File: config.mk
export PLATFORM = sky130hd
export DESIGN_NAME = sram_video_port
export DESIGN_NICKNAME = d
export VERILOG_FILES = /design/src/rtl/sram_video_port.sv
export SDC_FILE = /design/constraint.sdc
export NUM_CORES = 1
export LEC_CHECK = 0
export CORE_MARGIN = 5
export CORE_UTILIZATION = 47
export DETAILED_ROUTE_END_ITERATION = 16
export HOLD_SLACK_MARGIN = 0.1
export PLACE_DENSITY = 0.86
export SYNTH_ARGS = -nofsm -noshare
export SYNTH_HDL_FRONTEND = slang
export SYNTH_SLANG_ARGS = --single-unit
export TNS_END_PERCENT = 50
File: constraint.sdc
create_clock -name Clk -period 7.9 [get_ports Clk]
set_input_delay 1.185 -clock Clk [delete_from_list [all_inputs] [get_ports Clk]]
set_output_delay 1.185 -clock Clk [all_outputs]
set_load 0.02 [all_outputs]
File: src/rtl/sram_video_port.sv
// Frame-buffer SRAM port: scrolled address generation and a 2-cycle read/unpack pipeline.
// Defining SRAM_VIDEO_PORT_WRITE_EN adds the blanking-time write channel and its FSM.
module sram_video_port #(
   parameter int ADDR_W     = 20,
   parameter int DATA_W     = 16,
   parameter int PIX_W      = 8,
   parameter int ROW_STRIDE = 4114,
   parameter int FPTR_W     = 13
) (
   input  logic              Clk,
   input  logic              Reset,
   input  logic              VidActive,
   input  logic [9:0]        DrawX,
   input  logic [9:0]        DrawY,
   input  logic [FPTR_W-1:0] FramePtr,
   input  logic              WrReq,
   input  logic [ADDR_W-1:0] WrAddr,
   input  logic [DATA_W-1:0] WrData,
   output logic              WrAck,
   output logic [ADDR_W-1:0] SRAM_Addr,
   input  logic [DATA_W-1:0] SRAM_DQ_In,
   output logic [DATA_W-1:0] SRAM_DQ_Out,
   output logic              SRAM_DQ_OE,
   output logic              CE,
   output logic              UB,
   output logic              LB,
   output logic              OE,
   output logic              WE,
   output logic [PIX_W-1:0]  Pixel,
   output logic              PixelValid
);
   localparam int PPW   = DATA_W / PIX_W;
   localparam int SHIFT = $clog2(PPW);
   localparam int LIN_W = ADDR_W + SHIFT;
   localparam int K_W   = (SHIFT > 0) ? SHIFT : 1;

   // Stage A holds the linear pixel index, stage B the SRAM address cycle, stage C the pixel.
   logic [LIN_W-1:0]  lin_d, lin_q;
   logic              vid_a_d, vid_a_q;
   logic [ADDR_W-1:0] sram_addr_d, sram_addr_q;
   logic [K_W-1:0]    k_d, k_q;
   logic              vid_b_d, vid_b_q;
   logic              slot_d, slot_q;
   logic [PIX_W-1:0]  pixel_d, pixel_q;
   logic              pixel_valid_d, pixel_valid_q;
   logic              oe_d, oe_q;
   logic [ADDR_W-1:0] rd_addr;

`ifdef SRAM_VIDEO_PORT_WRITE_EN
   typedef enum logic [1:0] {IDLE, W_SETUP, W_PULSE, W_HOLD} state_t;
   state_t            state_d, state_q;
   logic [DATA_W-1:0] dq_out_d, dq_out_q;
   logic              we_d, we_q;
   logic              dq_oe_d, dq_oe_q;
   logic              wr_ack_d, wr_ack_q;
`endif

   always_comb begin
      lin_d         = LIN_W'(32'(FramePtr) + 32'(DrawX) + 32'(DrawY) * 32'(ROW_STRIDE));
      vid_a_d       = VidActive;
      rd_addr       = ADDR_W'(lin_q >> SHIFT);
      k_d           = K_W'(lin_q & LIN_W'(PPW - 1));
      vid_b_d       = vid_a_q;
      pixel_d       = slot_q ? PIX_W'(SRAM_DQ_In >> (32'(k_q) * 32'(PIX_W))) : '0;
      pixel_valid_d = slot_q & vid_b_q;
`ifdef SRAM_VIDEO_PORT_WRITE_EN
      state_d = state_q;
      case (state_q)
         IDLE:    if (WrReq && !VidActive) state_d = W_SETUP;
         W_SETUP: state_d = W_PULSE;
         W_PULSE: state_d = W_HOLD;
         default: state_d = IDLE;
      endcase
      dq_out_d    = dq_out_q;
      sram_addr_d = rd_addr;
      // Address and data are latched on entry and held across the whole write.
      if (state_q == IDLE && state_d == W_SETUP) begin
         sram_addr_d = WrAddr;
         dq_out_d    = WrData;
      end else if (state_d != IDLE) begin
         sram_addr_d = sram_addr_q;
      end
      slot_d   = (state_d == IDLE);
      oe_d     = !slot_d;
      we_d     = (state_d != W_PULSE);
      dq_oe_d  = !slot_d;
      wr_ack_d = (state_d == W_HOLD);
`else
      sram_addr_d = rd_addr;
      slot_d      = 1'b1;
      oe_d        = 1'b0;
`endif
   end

   always_ff @(posedge Clk) begin
      if (Reset) begin
         lin_q         <= '0;
         vid_a_q       <= 1'b0;
         sram_addr_q   <= '0;
         k_q           <= '0;
         vid_b_q       <= 1'b0;
         slot_q        <= 1'b0;
         pixel_q       <= '0;
         pixel_valid_q <= 1'b0;
         oe_q          <= 1'b1;
`ifdef SRAM_VIDEO_PORT_WRITE_EN
         state_q       <= IDLE;
         dq_out_q      <= '0;
         we_q          <= 1'b1;
         dq_oe_q       <= 1'b0;
         wr_ack_q      <= 1'b0;
`endif
      end else begin
         lin_q         <= lin_d;
         vid_a_q       <= vid_a_d;
         sram_addr_q   <= sram_addr_d;
         k_q           <= k_d;
         vid_b_q       <= vid_b_d;
         slot_q        <= slot_d;
         pixel_q       <= pixel_d;
         pixel_valid_q <= pixel_valid_d;
         oe_q          <= oe_d;
`ifdef SRAM_VIDEO_PORT_WRITE_EN
         state_q       <= state_d;
         dq_out_q      <= dq_out_d;
         we_q          <= we_d;
         dq_oe_q       <= dq_oe_d;
         wr_ack_q      <= wr_ack_d;
`endif
      end
   end

`ifdef SRAM_VIDEO_PORT_WRITE_EN
   assign WE          = we_q;
   assign SRAM_DQ_OE  = dq_oe_q;
   assign SRAM_DQ_Out = dq_out_q;
   assign WrAck       = wr_ack_q;
`else
   logic unused_wr;
   assign unused_wr   = ^{WrReq, WrAddr, WrData};
   assign WE          = 1'b1;
   assign SRAM_DQ_OE  = 1'b0;
   assign SRAM_DQ_Out = '0;
   assign WrAck       = 1'b0;
`endif

   assign SRAM_Addr  = sram_addr_q;
   assign OE         = oe_q;
   assign CE         = 1'b0;
   assign UB         = 1'b0;
   assign LB         = 1'b0;
   assign Pixel      = pixel_q;
   assign PixelValid = pixel_valid_q;
endmodule

==> results.txt, run 1 <==
The min-delay analysis places its worst path in the category reg -> reg. The worst-case IR drop observed on VDD is 85.0 uV. For the worst slew slack as a fraction of its limit, the log shows 50.1%. The synthesized instance count is 361, and the worst setup timing slack at the placement stage is 1910 ps. The tools report the number of standard-cell rows in the floorplan as 31.

The synthesized netlist contains 52 unique library cells. Pin placement for this block handled 141 I/O pins. The required time of the critical path was 8120 ps. The run gives 2 as the maximum number of buffers from clock root to sink.

The post-synthesis cell area is 3500 um2. By area the synthesized netlist is led by sky130_fd_sc_hd__dfxtp_1 31%, sky130_fd_sc_hd__ha_1 18%, sky130_fd_sc_hd__fa_1 6.3%, sky130_fd_sc_hd__buf_4 4.7%, sky130_fd_sc_hd__nor2b_1 4.7%. For the area of the die, the log shows 9260 um2. From synthesis to final layout, the design area changed by 27.6%. Among all flip-flop cells after synthesis, the most frequent one is sky130_fd_sc_hd__dfxtp_1. The share of flip-flops with an asynchronous set or reset is 0%. The weighted congestion reported at the end of routability-driven placement is 0.824, and the count of flip-flops with a built-in enable after synthesis is 0. The average detailed-routed wire length per instance came out at 12.6 um. The average via count per standard cell works out to 4.82. The share of the Yosys chip area taken by registers is 31.5%. TritonCTS built the clock tree. For the final hold violation count, the log shows 0.

The first routing iteration left 68 violations. STA classifies the critical path startpoint as an input port. The maximum level of the CTS H-tree was 2. The most common cell in the synthesized netlist is sky130_fd_sc_hd__dfxtp_1. The logs give 11100 um for the first-pass GRT wire length and 7250 um2 for the placeable core region. Number of antenna violations at the first check in global routing: 0. For this run, design rule violations remaining after detail routing come to 0.

The via count came out at 2614. During synthesis, Yosys emitted a total of 0 warnings. Once placement finished, the instance area stood at 4330 um2.

The logs give 15.2% for the overall track demand over capacity in global routing and 6000 ps for the data arrival time at the worst-slack endpoint. The die is 96.2 um wide. The die is 96.2 um tall. The maximum clock frequency was 173 MHz; the clock skew after layout was 3.28 ps. The largest net degree at the start of global routing was 48.

After synthesis the netlist holds a flip-flop and latch count of 55. Cells with a size suffix above 1 make up 5.64% of the layout. Filler cell count in the final layout: 632. In this run the remaining antenna-violating nets after routing total 0. The total routed wirelength is 6850 um, and the max-capacitance violation count is 0.

Clock-pin slew was measured on the worst setup and hold paths at 90 ps. Hold repair after CTS inserted 0 buffers. The tools report the via count of the first global-routing pass as 2638.

The root buffer cell chosen for the clock tree is sky130_fd_sc_hd__clkbuf_8. The largest fanout on the critical path is 6. CTS saw 55 sinks.

The setup slack of the most critical reg-to-reg path was 6830 ps; the net total in the final layout was 592. The initial utilization of the core area, before any placement, comes to 48.2%. Dividing the synthesized area by the synthesized cell count gives 9.68 um2. Total power for the finished layout comes to 0.000968 W. The count of buffers added on input and output ports is 81.

The run gives 0 as the count of antenna diodes in the layout. Setup repair after global routing left no endpoint under its margin. For the cell leakage power, the log shows 2.00 nW. STA classifies the critical path endpoint as a flip-flop. Summed over all instances, the cell type with the most area after synthesis is sky130_fd_sc_hd__dfxtp_1. The worst-margin pin slew was 739 ps. In the synthesized netlist, the cells that appear most often are 55 x sky130_fd_sc_hd__dfxtp_1, 50 x sky130_fd_sc_hd__ha_1, 32 x sky130_fd_sc_hd__inv_1. Number of max-slew violations in the final report: 0. After layout, the minimum clock period comes to 5780 ps. Total congestion overflow: 0.

The flow ran to the end, and the final reports show no timing, DRC or antenna violations. The critical path in this run is classified as in -> reg. Setup violations remaining at the end of the flow were counted as 0. The power per cell area came out at 217 nW/um2. The finished cells cover 4460 um2. Summed over all failing endpoints, the final setup total negative slack is 0 ps. Across all setup checks in the final design, the least slack found is 2120 ps. Summed over its instances, the top area cell type makes up 31.5% of the synthesized netlist area.

The run gives 290 ps as the clock latency at the later pin of the worst-skew pair. Hold timing on the final database bottoms out at a slack of 439 ps. Before antenna repair, the detailed router went through 4 iterations.

The logs give 5870 um for the post-DP HPWL and 5 for the number of CTS-inserted buffers. After layout, the worst path uses 73.1% of the clock period. The logs give 0 for the number of buffers inserted by post-CTS setup repair and 0 for the number of instances resized during post-cts repair.
[final cells by class]
cell class,count,area (um2),area share (%)
Inverter,33,124,2.78
Multi-Input combinational cell,265,2160,48.4
Clock inverter,3,67.6,1.51
Timing Repair Buffer,82,818,18.3
Clock buffer,5,68.8,1.54
Tap cell,99,124,2.78
Sequential cell,55,1100,24.7
[logic make-up after synthesis]
family | after synthesis | synth area share (%)
muxes | 9 | 2.61
buffers and inverters | 61 | 8.91
adders and majority gates | 61 | 24.2
and+or+nand+nor | 95 | 15.0
other | 2 | 0.215
DFF | 55 | 31.5
xor gates and xnor gates | 26 | 6.94
AOI/OAI and AO/OA | 52 | 10.6
[cells in the final DEF (no fill, tap or decap), types with 5 or more instances in the layout]
master and n:
sky130_fd_sc_hd__conb_1 22, sky130_fd_sc_hd__nor2b_1 26, sky130_fd_sc_hd__a21oi_1 14, sky130_fd_sc_hd__dfxtp_1 55
sky130_fd_sc_hd__ha_1 50, sky130_fd_sc_hd__fa_1 11, sky130_fd_sc_hd__xnor2_1 15, sky130_fd_sc_hd__inv_1 32
sky130_fd_sc_hd__clkdlybuf4s50_1 81, sky130_fd_sc_hd__nand2b_1 5, sky130_fd_sc_hd__nor2_1 28, sky130_fd_sc_hd__mux2i_1 8
sky130_fd_sc_hd__o21ai_0 10, sky130_fd_sc_hd__clkbuf_8 5, sky130_fd_sc_hd__nand3_1 8, sky130_fd_sc_hd__nand2_1 9
sky130_fd_sc_hd__xor2_1 9
[where the power goes]
group / switching (W) / internal (W)
Combinational: 0.000224 / 0.000199
Clock: 0.0000826 / 0.000126
Sequential: 0.0000100 / 0.000326
Total: 0.000316 / 0.000652
[metal layers]
| metal | share of wire [%] | track usage [%] | up-vias |
|---|---|---|---|
| li1 | - | - | 1333 |
| met1 | 42 | 17.9 | 1160 |
| met2 | 45 | 26.3 | 103 |
| met3 | 9.7 | 3.05 | 18 |
| met4 | 2.7 | 6.87 | 0 |
| met5 | 0 | 0 | - |
[final timing paths]
kind | from | end | cells after the start
hold / removal | lin_q[9]$_SDFF_PP0_ | SRAM_Addr[8]$_SDFF_PP0_ | 1
setup reg to reg | k_q$_SDFF_PP0_ | Pixel[1]$_SDFF_PP0_ | 2
setup / recovery | DrawY[4] | lin_q[19]$_SDFF_PP0_ | 17
hold reg to reg | lin_q[9]$_SDFF_PP0_ | SRAM_Addr[8]$_SDFF_PP0_ | 1
[flip-flops by register name, summed over array words and instances (netlist names)]
signal / count
vid_b_q: 1
OE: 1
vid_a_q: 1
lin_q: 21
slot_q: 1
SRAM_Addr: 20
Pixel: 8
k_q: 1
PixelValid: 1
[worst max-delay path, cell delays in order]
cell,delay (ps)
sky130_fd_sc_hd__clkdlybuf4s50_1,480
sky130_fd_sc_hd__ha_1,330
sky130_fd_sc_hd__ha_1,310
sky130_fd_sc_hd__ha_1,310
sky130_fd_sc_hd__ha_1,340
sky130_fd_sc_hd__and3_1,230
sky130_fd_sc_hd__nor2_1,130
sky130_fd_sc_hd__xnor2_1,160
sky130_fd_sc_hd__fa_1,450
sky130_fd_sc_hd__ha_1,390
sky130_fd_sc_hd__nand3_1,100
sky130_fd_sc_hd__a211oi_1,430
sky130_fd_sc_hd__o41ai_1,260
sky130_fd_sc_hd__a21oi_1,280
sky130_fd_sc_hd__nand2_1,100
sky130_fd_sc_hd__or3_1,350
sky130_fd_sc_hd__a21oi_1,160
[metrics by stage]
| step | util [%] | std cells |
|---|---|---|
| after global routing | 61.5 | 542 |
| after floorplan | - | 381 |
| final | 61.5 | 542 |
| after detailed placement | 59.6 | 534 |
| after CTS | 61.5 | 542 |
| after global placement | 59.6 | 534 |
No activity file was read; power rests on OpenSTA's default activity.
==> inputs of run 2 (changes only) <==
- CORE_UTILIZATION: 47 -> 40
- PLACE_DENSITY: 0.86 -> 0.78
- clock period: 7.9 -> 4.8 ns (I/O delays scaled with it)
==> results.txt, run 2 (same netlist as run 1, synthesis figures left out) <==
The run finished with clean final reports. The tools report the count of antenna diodes in the layout as 0 (unchanged). The number of CTS-inserted buffers is 5 (unchanged), and the number of max-slew violations in the final report is 0 (unchanged). The logs give 140 uV (was 85.0 uV) for the highest ir drop seen on vdd and 0.00169 W (was 0.000968 W) for the overall power. The clock latency at the later pin of the worst-skew pair was 300 ps (was 290 ps).

The tools report the I/O pin count as 141 (unchanged). The number of instances on the worst hold path works out to 1 (unchanged). The run gives 6.37 ps (was 3.28 ps) as the clock skew after layout. The tools report the worst flop-to-flop path startpoint as k_q$_SDFF_PP0_ (unchanged). The run gives 13.8% (was 15.2%) as the overall track demand over capacity in global routing. The data arrival time at the worst-slack endpoint was 4960 ps (was 6000 ps). The initial cell density of the core is 40.5% (was 48.2%). The average detailed-routed wire length per instance is 12.7 um (was 12.6 um), and the flip-flop count of the largest register, all copies and words added is 21 (unchanged).

The number of antenna violations at the first check in global routing came out at 0 (unchanged). Count of buffers inserted at the top-level ports: 81 (unchanged). Class of the tightest hold or removal check: reg -> reg (unchanged).

The count of hold-fix buffers inserted at cts is 0 (unchanged), and the first-pass iteration count of the detailed router is 4 (unchanged). The filler cell count in the final layout came out at 760 (was 632). The cell leakage power was 2.23 nW (was 2.00 nW). Average via count per standard cell: 4.62 (was 4.82). The proportion of layout cells with a drive suffix above 1 works out to 18.8% (was 5.64%). Sink of the worst hold path: SRAM_Addr[7]$_SDFF_PP0_ (was SRAM_Addr[8]$_SDFF_PP0_).

The setup violation total in the final timing report came out at 0 (unchanged). The tools report the terminus of the critical flop-to-flop path as Pixel[7]$_SDFF_PP0_ (was Pixel[1]$_SDFF_PP0_). The via count of the first global-routing pass came out at 2735 (was 2638). Ordered cell list for the critical path: clkdlybuf4s50_1 -> ha_1 -> ha_4 -> ha_4 -> ha_4 -> and4_4 -> o21a_1 -> nor2_1 -> xnor2_1 -> ha_1 -> ha_4 -> nand3_2 -> a211oi_4 -> and3_1 -> a221o_1 -> nand3_1 -> or3_1 -> a21oi_2 (was clkdlybuf4s50_1 -> ha_1 -> ha_1 -> ha_1 -> ha_1 -> and3_1 -> nor2_1 -> xnor2_1 -> fa_1 -> ha_1 -> nand3_1 -> a211oi_1 -> o41ai_1 -> a21oi_1 -> nand2_1 -> or3_1 -> a21oi_1). The max-capacitance violation count came out at 0 (unchanged). The power per cell area is 342 nW/um2 (was 217 nW/um2).

The number of violations reported at the end of detailed-routing iteration 0 is 77 (was 68). The worst-margin pin slew was 925 ps (was 739 ps); the core utilization of the finished layout was 57.2% (was 61.5%). The first-pass GRT wire length was 11800 um (was 11100 um); the number of nets with antenna violations after detailed routing was 0 (unchanged). The relative area change from synthesis to final layout is 41.3% (was 27.6%). Top register by number of flip-flops: lin_q (unchanged). The tools report the library cell used as clock root buffer as sky130_fd_sc_hd__clkbuf_8 (unchanged).

Via count: 2762 (was 2614). The category of the critical setup timing path was in -> reg (unchanged). The maximum number of buffers from clock root to sink is 2 (unchanged), and the post-route minimum period is 4720 ps.

The logs give 8640 um2 (was 7250 um2) for the placeable core region and 0 (unchanged) for the total congestion overflow. The number of buffer and inverter stages on the critical path works out to 1 (unchanged). The slowest cell on the critical path is sky130_fd_sc_hd__clkdlybuf4s50_1 (unchanged). Largest net degree at the start of global routing: 29 (was 48).

The tools report the post-DP HPWL as 6320 um (was 5870 um). The endpoint class of the critical path is a flip-flop (unchanged). The maximum level of the CTS H-tree came out at 2 (unchanged). The largest fanout on the critical path is 3 (was 6), and the number of cells on the worst reg-to-reg path is 2 (unchanged).

For the remaining design rule violation count, the log shows 0 (unchanged). The family of cells with the greatest summed delay on the critical path is adder cells (unchanged). Delay of the slowest cell on the worst path: 440 ps (was 480 ps).

The startpoint type of the worst setup path was an input port (unchanged). Beginning of the worst hold path: lin_q[8]$_SDFF_PP0_ (was lin_q[9]$_SDFF_PP0_). Most used cells in the layout excluding fill and tap cells: 79 x sky130_fd_sc_hd__clkdlybuf4s50_1, 55 x sky130_fd_sc_hd__dfxtp_1, 48 x sky130_fd_sc_hd__buf_4 (was 81 x sky130_fd_sc_hd__clkdlybuf4s50_1, 55 x sky130_fd_sc_hd__dfxtp_1, 50 x sky130_fd_sc_hd__ha_1).

Timing would allow up to 212 MHz. The required time of the critical path is 5040 ps (was 8120 ps). The tools report the net total in the final layout as 639 (was 592). Most common cell after layout, fill and taps aside: sky130_fd_sc_hd__clkdlybuf4s50_1 (unchanged).

The most frequent cell on the critical path was sky130_fd_sc_hd__ha_4 (was sky130_fd_sc_hd__ha_1). The area of the die came out at 10700 um2 (was 9260 um2). The clock transition at the registers of the reported paths was 90 ps (about the same); the final critical-path share of the clock period was 98.3%. The tools report the number of standard-cell rows in the floorplan as 34 (was 31). TritonCTS built the clock tree. The logs give 0 (unchanged) for the final hold violation count and 0.838 (was 0.824) for the weighted congestion reported at the end of routability-driven placement. The vertical die dimension was 103 um (was 96.2 um). The tools report the total routed wirelength as 7590 um (was 6850 um). The worst slew slack as a fraction of its limit is 38.2% (was 50.1%), and the setup slack of the most critical reg-to-reg path is 3740 ps (was 6830 ps). The die span in x was 103 um (was 96.2 um); the clock sink count was 55 (unchanged).
run 2: cell types whose count changed in the layout (fill, tap and decap cells not counted), sizes merged:
| cell | delta |
|---|---|
| bufinv | -2 |
| clkdlybuf4s50 | -2 |
| dlymetal6s2s | +2 |
| buf | +47 |
| clkinvlp | -1 |
| clkinv | +3 |
run 2: routing by layer:
metal  GRT usage, %  routed length [um]  vias up
li1               -                   -     1419
met3           2.62                 661       17
met4           6.57                 239        0
met1           15.9                2980     1239
met5              0                   0        -
met2           24.3                3700       87
run 2: worst reg2reg max path, cell delays in order (launching register included):
cell and delay (ps):
sky130_fd_sc_hd__dfxtp_1 610, sky130_fd_sc_hd__mux2i_1 260, sky130_fd_sc_hd__nor2_1 70
run 2: worst max path at each step:
stage               startpoint                    to  slack [ps]  cells after the start
floorplan             DrawY[4]  lin_q[16]$_SDFF_PP0_         270                     16
global placement      DrawY[4]  lin_q[20]$_SDFF_PP0_        -390                     17
detailed placement    DrawY[7]  lin_q[19]$_SDFF_PP0_        -520                     17
CTS                   DrawY[7]  lin_q[20]$_SDFF_PP0_          20                     18
global route          DrawY[4]  lin_q[20]$_SDFF_PP0_         -50                     18
finish                DrawY[7]  lin_q[20]$_SDFF_PP0_          80                     18
run 2: metrics by stage:
stage	setup slack (ps)	hold slack, ps	TNS (ps)	instance area, um2	cells
6_report	80.7	434	0	4940	598
5_1_grt	-46.2	456	-46.2	4940	598
4_1_cts	18.8	438	0	4810	596
3_5_place_dp	-516	423	-3250	4670	588
3_3_place_gp	-387	420	-2420	4670	588
2_1_floorplan	266	414	0	3570	381
run 2: layout make-up:
| class | instances | area (um2) | area share, % |
|---|---|---|---|
| inverter | 33 | 124 | 2.51 |
| sequential | 55 | 1100 | 22.3 |
| tap | 108 | 135 | 2.74 |
| timing repair buffer | 129 | 1180 | 23.8 |
| clock buffer | 5 | 68.8 | 1.39 |
| clock inverter | 3 | 15.0 | 0.304 |
| multi-input combinational | 265 | 2320 | 46.9 |
run 2: timing repair:
action,CTS,global route
endpoints found under the setup margin,7,7
gates resized for setup,7,18
setup buffers,0,2
pin swaps,8,12
run 2: power breakdown:
| group | switching [W] | leakage [nW] | internal [W] | total, W |
|---|---|---|---|---|
| clock network | 0.000132 | 0.0477 | 0.0000999 | 0.000232 |
| logic | 0.000431 | 1.73 | 0.000473 | 0.000904 |
| registers | 0.0000168 | 0.455 | 0.000537 | 0.000554 |
==> inputs of run 3 (changes only) <==
- SETUP_SLACK_MARGIN: default -> 0.4
==> results.txt, run 3 (same netlist as run 1, synthesis figures left out) <==
The tools report the routed length on met1 as 3220 um (was 2980 um). Total congestion overflow: 0 (unchanged). The class of the tightest hold or removal check was reg -> reg (unchanged). The delay of the slowest cell on the worst path is 400 ps (was 440 ps).

The flip-flop count of the largest register, all copies and words added is 21 (unchanged). The total met3 wirelength after detailed routing came out at 699 um (was 661 um). Most common cell after layout, fill and taps aside: sky130_fd_sc_hd__clkdlybuf4s50_1 (unchanged). Most used cells in the layout excluding fill and tap cells: 72 x sky130_fd_sc_hd__clkdlybuf4s50_1, 55 x sky130_fd_sc_hd__dfxtp_1, 42 x sky130_fd_sc_hd__buf_4 (was 79 x sky130_fd_sc_hd__clkdlybuf4s50_1, 55 x sky130_fd_sc_hd__dfxtp_1, 48 x sky130_fd_sc_hd__buf_4).

The post-route minimum period was 4380 ps (was 4720 ps). The run gives 165 uV (was 140 uV) as the highest ir drop seen on vdd. The via count of the first global-routing pass is 2828 (was 2735). The endpoint class of the critical path is a flip-flop (unchanged). The setup violation total in the final timing report was 0 (unchanged).

The run gives 4560 ps (was 4960 ps) as the data arrival time at the worst-slack endpoint. The tools report the post-DP HPWL as 6250 um (was 6320 um). Category of the critical setup timing path: in -> reg (unchanged).

The I/O pin count was 141 (unchanged). The cell leakage power is 2.21 nW (was 2.23 nW). The number of nets with antenna violations after detailed routing is 0 (unchanged), and the number of antenna violations at the first check in global routing is 0 (unchanged). Number of violations reported at the end of detailed-routing iteration 0: 67 (was 77).

Proportion of layout cells with a drive suffix above 1: 21.2% (was 18.8%). The max-capacitance violation count was 0 (unchanged). The worst-margin pin slew was 547 ps (was 925 ps). The number of standard-cell rows in the floorplan came out at 34 (unchanged). The average via count per standard cell works out to 4.76 (was 4.62). The first-pass iteration count of the detailed router came out at 4 (unchanged).

Library cell used as clock root buffer: sky130_fd_sc_hd__clkbuf_8 (unchanged). The weighted congestion reported at the end of routability-driven placement is 0.821 (was 0.838), and the initial cell density of the core is 40.5% (unchanged). The tools report the maximum clock frequency as 228 MHz (was 212 MHz). The run gives 0 (unchanged) as the number of max-slew violations in the final report. Via count: 2828 (was 2762). The maximum number of buffers from clock root to sink was 2 (unchanged); the routed length on met2 was 4050 um (was 3700 um). TritonCTS built the clock tree. The top layer reached by signal wires is met4 (unchanged). The power per cell area is 356 nW/um2 (was 342 nW/um2). The relative area change from synthesis to final layout was 43.5% (was 41.3%); the clock latency at the later pin of the worst-skew pair was 300 ps (about the same). The vertical die dimension was 103 um (unchanged); the final hold violation count was 0 (unchanged). The tools report the core utilization of the finished layout as 58.1% (was 57.2%). The tools report the maximum level of the CTS H-tree as 2 (unchanged).

The net total in the final layout was 635 (was 639); the overall track demand over capacity in global routing was 14.4% (was 13.8%). Average detailed-routed wire length per instance: 13.7 um (was 12.7 um). The largest net degree at the start of global routing is 48 (was 29). The total routed wirelength was 8150 um (was 7590 um). The die span in x is 103 um (unchanged). The final hold slack is 439 ps (was 434 ps), and the worst slew slack as a fraction of its limit is 63.1% (was 38.2%).

The minimum setup slack in the final design was 422 ps (was 80.7 ps). Worst setup timing slack at the placement stage: -319 ps (was -516 ps). The area of the die is 10700 um2 (unchanged). The top register by number of flip-flops is lin_q (unchanged). The required time of the critical path came out at 4980 ps (was 5040 ps).

The largest fanout on the critical path is 4 (was 3). The first-pass GRT wire length is 12400 um (was 11800 um), and the total cell area at the placement stage is 4670 um2 (about the same). The tools report the startpoint type of the worst setup path as an input port (unchanged).

The tools report the overall power as 0.00179 W (was 0.00169 W). The flow ran to the end, and the final reports show no timing, DRC or antenna violations. The final critical-path share of the clock period was 91.2% (was 98.3%); the final design area excluding fillers was 5010 um2 (was 4940 um2). Ordered cell list for the critical path: buf_2 -> ha_1 -> ha_1 -> ha_1 -> ha_2 -> or3_4 -> o22ai_4 -> buf_4 -> buf_4 -> inv_1 -> a31oi_1 -> xnor2_1 -> ha_1 -> and3_1 -> a221o_1 -> buf_6 -> buf_4 -> xnor2_2 -> nor2_1 (was clkdlybuf4s50_1 -> ha_1 -> ha_4 -> ha_4 -> ha_4 -> and4_4 -> o21a_1 -> nor2_1 -> xnor2_1 -> ha_1 -> ha_4 -> nand3_2 -> a211oi_4 -> and3_1 -> a221o_1 -> nand3_1 -> or3_1 -> a21oi_2). Slowest cell on the critical path: sky130_fd_sc_hd__a221o_1 (was sky130_fd_sc_hd__clkdlybuf4s50_1). The number of CTS-inserted buffers is 5 (unchanged), and the clock transition at the registers of the reported paths is 90 ps (about the same). The clock sink count was 55 (unchanged); the count of hold-fix buffers inserted at cts was 0 (unchanged).

The run gives 0 (unchanged) as the count of antenna diodes in the layout. The tools report the placeable core region as 8640 um2 (unchanged). The most frequent cell on the critical path is sky130_fd_sc_hd__ha_1 (was sky130_fd_sc_hd__ha_4). The count of buffers inserted at the top-level ports works out to 81 (unchanged). Remaining design rule violation count: 0 (unchanged).

Setup repair after global routing left no endpoint under its margin. Clock skew after layout: 6.42 ps (was 6.37 ps).
## run 3: cell count changes in the layout (fill, tap and decap cells not counted), moves of 2 or more
cell,delta
sky130_fd_sc_hd__ha_1,-9
sky130_fd_sc_hd__clkdlybuf4s50_1,-7
sky130_fd_sc_hd__ha_4,+7
sky130_fd_sc_hd__buf_4,-6
sky130_fd_sc_hd__clkbuf_2,+5
sky130_fd_sc_hd__buf_2,+2
sky130_fd_sc_hd__buf_6,+2
sky130_fd_sc_hd__clkinv_2,-2
sky130_fd_sc_hd__dlygate4sd2_1,+2
sky130_fd_sc_hd__dlymetal6s2s_1,-2
sky130_fd_sc_hd__ha_2,+2
sky130_fd_sc_hd__xnor2_1,-2
sky130_fd_sc_hd__xnor2_2,+2
## run 3: critical path, delay by kind of cell
kind                     cells  cell delay [ps]
AO/OA/AOI/OAI                3              790
XOR/XNOR                     2              360
adder cells (fa/ha/maj)      5             1360
buffers and inverters        6              700
AND/OR/NAND/NOR              3              630
## run 3: per-layer routing
layer | up-vias | track usage, %
met3 | 13 | 2.41
met1 | 1306 | 17.1
li1 | 1415 | -
met5 | - | 0
met4 | 0 | 5.58
met2 | 94 | 25.9
## run 3: where the power goes
part           total [W]  switching [W]  internal, W
sequential      0.000555      0.0000175     0.000537
clock           0.000291       0.000136     0.000155
combinational   0.000940       0.000456     0.000484
## run 3: metrics by stage
step	setup TNS, ps	instances
after floorplan	0	381
after global placement	-1330	582
after detailed placement	-1810	582
after CTS	0	592
after global routing	0	594
final	0	594
## run 3: timing repair
action	CTS	global route
buffers inserted	2	2
pin swaps	22	25
endpoints found under the setup margin	8	7
cloned	0	0
resized for setup	32	25
## run 3: cell type report
cell class	count	area, um2
clock buffer	5	68.8
clock inverter	3	43.8
fill	725	3620
inverter	33	124
multi-input combinational	265	2430
sequential	55	1100
tap	108	135
timing repair buffer	125	1110
## run 3: worst paths after layout
| path | from | slack (ps) | end | cells past startpoint |
|---|---|---|---|---|
| max | DrawY[6] | 420 | lin_q[14]$_SDFF_PP0_ | 19 |
| min | lin_q[0]$_SDFF_PP0_ | 440 | k_q$_SDFF_PP0_ | 1 |
| max reg2reg | k_q$_SDFF_PP0_ | 3770 | Pixel[5]$_SDFF_PP0_ | 2 |
| min reg2reg | lin_q[0]$_SDFF_PP0_ | 440 | k_q$_SDFF_PP0_ | 1 |
